`src/rtl/tt_um_tdm_demux_2ch.sv`:
```
// Receive end of a 2:1 bit-interleaved serial link: deserializes one nibble per
// channel from each sync-marked 8-slot frame and presents both on uo_out.
module tt_um_tdm_demux_2ch (
  input  logic       clk,
  input  logic       rst_n,
  input  logic       ena,
  input  logic [7:0] ui_in,
  output logic [7:0] uo_out,
  input  logic [7:0] uio_in,
  output logic [7:0] uio_out,
  output logic [7:0] uio_oe
);

  typedef enum logic {
    IDLE = 1'b0,
    RECV = 1'b1
  } state_t;

  state_t     state_q;
  logic [2:0] slot_q;
  logic [3:0] a_q, a_d;
  logic [3:0] b_q, b_d;
  logic [7:0] out_q;
  logic       done_q;
  logic       err_q;

  logic ser_bit, bit_valid, frame_sync;

  assign ser_bit    = ui_in[0];
  assign bit_valid  = ui_in[1];
  assign frame_sync = ui_in[2];

  always_comb begin
    a_d = {a_q[2:0], ser_bit};
    b_d = {b_q[2:0], ser_bit};
  end

  always_ff @(posedge clk or negedge rst_n) begin
    if (!rst_n) begin
      state_q <= IDLE;
      slot_q  <= '0;
      a_q     <= '0;
      b_q     <= '0;
      out_q   <= '0;
      done_q  <= 1'b0;
      err_q   <= 1'b0;
    end else begin
      done_q <= 1'b0;
      if (bit_valid) begin
        if (frame_sync) begin
          // A sync inside a frame restarts it; stale shift bits are flushed
          // out before the restarted frame can complete.
          if (state_q == RECV) err_q <= 1'b1;
          a_q     <= a_d;
          slot_q  <= 3'd1;
          state_q <= RECV;
        end else if (state_q == RECV) begin
          if (slot_q[0]) b_q <= b_d;
          else           a_q <= a_d;
          if (slot_q == 3'd7) begin
            // Slot 7 carries B0; A is already complete in a_q.
            out_q   <= {b_d, a_q};
            done_q  <= 1'b1;
            slot_q  <= '0;
            state_q <= IDLE;
          end else begin
            slot_q <= slot_q + 3'd1;
          end
        end
      end
    end
  end

  assign uo_out  = out_q;
  assign uio_out = {2'b00, slot_q, (state_q == RECV), err_q, done_q};
  assign uio_oe  = '1;

  logic unused_ok;
  assign unused_ok = &{1'b0, ena, ui_in[7:3], uio_in};

endmodule

```
`config.mk`:
```
export PLATFORM = sky130hd
export DESIGN_NAME = tt_um_tdm_demux_2ch
export DESIGN_NICKNAME = d
export VERILOG_FILES = /design/src/rtl/tt_um_tdm_demux_2ch.sv
export SDC_FILE = /design/constraint.sdc
export NUM_CORES = 1
export LEC_CHECK = 0
export CAP_MARGIN = 20
export CORE_MARGIN = 2
export CORE_UTILIZATION = 40
export DETAILED_ROUTE_END_ITERATION = 16
export GPL_TIMING_DRIVEN = 0
export PLACE_DENSITY_LB_ADDON = 0.1
export RECOVER_POWER = 50
export SYNTH_ARGS = -nofsm -noshare
export SYNTH_HDL_FRONTEND = slang
export SYNTH_SLANG_ARGS = --single-unit
```
`constraint.sdc`:
```
create_clock -name clk -period 1.9 [get_ports clk]
set_input_delay 0.475 -clock clk [delete_from_list [all_inputs] [get_ports clk]]
set_output_delay 0.475 -clock clk [all_outputs]
set_load 0.01 [all_outputs]
```
==> run_results.csv <==
group,metric,value,unit
global_route,grt.total_usage,13.5,%
logic_synthesis,yosysTopAreaCellShare,54.7,%
critical_path,cp_slowest_cell,"clkdlybuf4s50_1",
global_route,first_global_vias,617,
critical_path,start_kind,"flop",
placement,post_dp_cell_area,1200,µm²
logic_synthesis,synthTopCellsByArea,"dfrtp_1, mux2_2, buf_4, ha_1, o21ai_0",
critical_path,cp_top_family,"buffers and inverters",
global_route,grt_pass1_wl,2710,µm
logic_synthesis,synth.area.mux_share,17.6,%
logic_synthesis,synth-edff-count,0,
hold_path,hp-class,"input port to flop",
critical_path,cp.arrival,1340,ps
clock_tree,clkLatencyLatePin,300,ps
clock_tree,cts_hold_buf,0,
detailed_routing,wirelength,1580,µm
critical_path,crit_fanout,6,
critical_path,slowest_delay,570,ps
logic_synthesis,synth_top_family_by_area,"multiplexers",
critical_path,path_cells,"clkdlybuf4s50_1",
sta,worst_slew_pin_slew,919,ps
sta,fin_skew,4.24,ps
logic_synthesis,synth_simple_gate_area_share,6.51,%
final_layout,drive_gt1_share,34.9,%
global_route,antenna_found_initial,0,
logic_synthesis,synth_warnings,0,
flow_run,drv_cap,0,
logic_synthesis,syn_avg_cell_area,12.6,µm²
detailed_routing,via_count,607,
logic_synthesis,synth_cell_types,18,
logic_synthesis,synth_fa_ha_area_share,2.60,%
clock_tree,clock_sinks,21,
placement,io_buffers,17,
pwr,power_density,888,nW/µm²
logic_synthesis,synth-xor-area-share,0,%
critical_path,worstPathRequired,1420,ps
placement,dpl.hpwl,1150,µm
global_route,grt-ovfl-total,0,
logic_synthesis,synth-main-ff-cell,"dfrtp_1",
sta,relSlewSlack,38.5,%
clock_tree,numCtsBuffers,3,
sta,setup_tns,0,ps
floorplan,initial_core_util,43.0,%
sta,fmax,550,MHz
critical_path,critical_path_class,"flop to output pin",
placement,place_congestion,0.772,
clock_tree,cts_htree_levels,1,
clock_tree,cts_root_buffer,"clkbuf_4",
logic_synthesis,synthArstFlopShare,100,%
detailed_routing,avgViaCountPerCell,4.53,
logic_synthesis,syn_area,961,µm²
sta,fin_hold_ws,464,ps
pwr,p_leak,0.612,nW
floorplan,die_area,2810,µm²
detailed_routing,first_iter_violations,4,
logic_synthesis,yosys.area.top_type,"dfrtp_1",
final_layout,stdcell_area,1230,µm²
sta,rsz0062_at_grt,"no",
sta,setup_viol,0,
floorplan,coreArea,2230,µm²
logic_synthesis,synth_compound_area_share,5.73,%
clock_tree,tritoncts,"built",
critical_path,end_kind,"output pin",
clock_tree,clk_pin_slew,120,ps
floorplan,rows,17,
detailed_routing,ant_nets,0,
logic_synthesis,yosysSeqAreaShare,54.7,%
logic_synthesis,synth_seq_cells,21,
clock_tree,ctsLongestPathBuffers,2,
sta,finalCritPeriodShare,95.6,%
global_route,grt_max_degree,22,
detailed_routing,routedWlPerCell,11.8,µm
outcome,status,"finished, final reports clean",
detailed_routing,drtPass1Iterations,4,
floorplan,die_width,53.0,µm
sta,fin_crit,1820,ps
final_layout,area_delta_synth_final,27.7,%
sta,finalMaxSlewViolations,0,
logic_synthesis,synth_most_common_cell,"dfrtp_1",
critical_path,worstPathBufferInverterCount,1,
logic_synthesis,synth_common_cells,"dfrtp_1, mux2_2, buf_4",
sta,final_hold_viol_count,0,
floorplan,die-height,53.0,µm
final_layout,antenna_cells,0,
floorplan,ios,43,
logic_synthesis,syn_inst,76,
final_layout,nets,128,
pwr,vdd_drop_max,465,µV
detailed_routing,remaining_drc_errors,0,
sequential cells by signal, summed over array words and instances (netlist names):
signal and cells:
slot_q 3, a_q 4, b_q 3, uo_out 8, err_q 1, done_q 1
state_q 1
per-stage QoR:
stage	instances	setup WS [ps]	power, mW	utilization [%]
after floorplan	84	444	0.760	-
after global placement	129	-92.7	0.879	53.6
after detailed placement	129	-117	0.891	53.6
after CTS	133	3.18	1.10	54.8
after global routing	134	2.79	1.16	55.0
final	134	83.0	1.09	55.0
power by group:
group	internal (mW)	switching [mW]	leakage [nW]	total, mW
Clock	0.0817	0.133	0.0150	0.215
Sequential	0.543	0.0579	0.263	0.601
Combinational	0.171	0.103	0.334	0.274
Total	0.796	0.294	0.612	1.09
cells by family after synthesis:
kind of cell / after synthesis
flip-flops: 21
buffers and inverters: 17
multiplexers: 15
AND/OR/NAND/NOR: 11
AO/OA/AOI/OAI: 8
adder cells (fa/ha/maj): 2
other: 2
layout make-up:
class	count	area, µm²
plain buffers	14	105
clock buffers	4	26.3
fillers	216	1010
inverters	3	11.3
multi-input cells	46	345
flip-flops and latches	21	527
well taps	28	35.0
repair buffers	18	178
final timing paths:
check	start	endpoint	slack [ps]	depth (start not counted)
worst max-delay path	slot_q[0]	uio_out[3]	80	1
min in group asynchronous	rst_n	slot_q[1]	740	1
worst min register to register	err_q	err_q	490	1
max in group asynchronous	rst_n	state_q	550	1
worst max register to register	slot_q[0]	uo_out[7]	340	4
worst min-delay path	ui_in[1]	state_q	460	2
layout by cell type (no fill, tap or decap), drive strengths merged:
master	instances
o41ai	1
mux2	15
inv	3
a31o	1
clkbuf	4
conb	10
nor3b	1
dlygate4sd3	2
ha	2
a22o	1
dfrtp	21
buf	15
nor2	1
nor2b	1
nand3	1
clkdlybuf4s50	15
and3b	1
nand2	6
o21ai	5
metal layers:
layer	vias to the layer above	GRT usage (%)	wire length (µm)
met5	-	0	0
met4	0	6.41	10
met3	2	2.82	72
met2	18	21.5	766
met1	294	17.3	729
li1	293	-	-
repair_timing:
action | 4_1_cts | 5_1_grt
gates resized for setup | 1 | 0
buffers inserted | 0 | 1
endpoints found under the setup margin | 1 | 1
worst register-to-register path, delay by kind of cell, from the launching register on:
family | cells | cell delay (ps)
fa+ha+maj | 2 | 480
simple gates | 1 | 150
flops | 1 | 470
mux | 1 | 360
No activity file was read; power rests on OpenSTA's default activity.
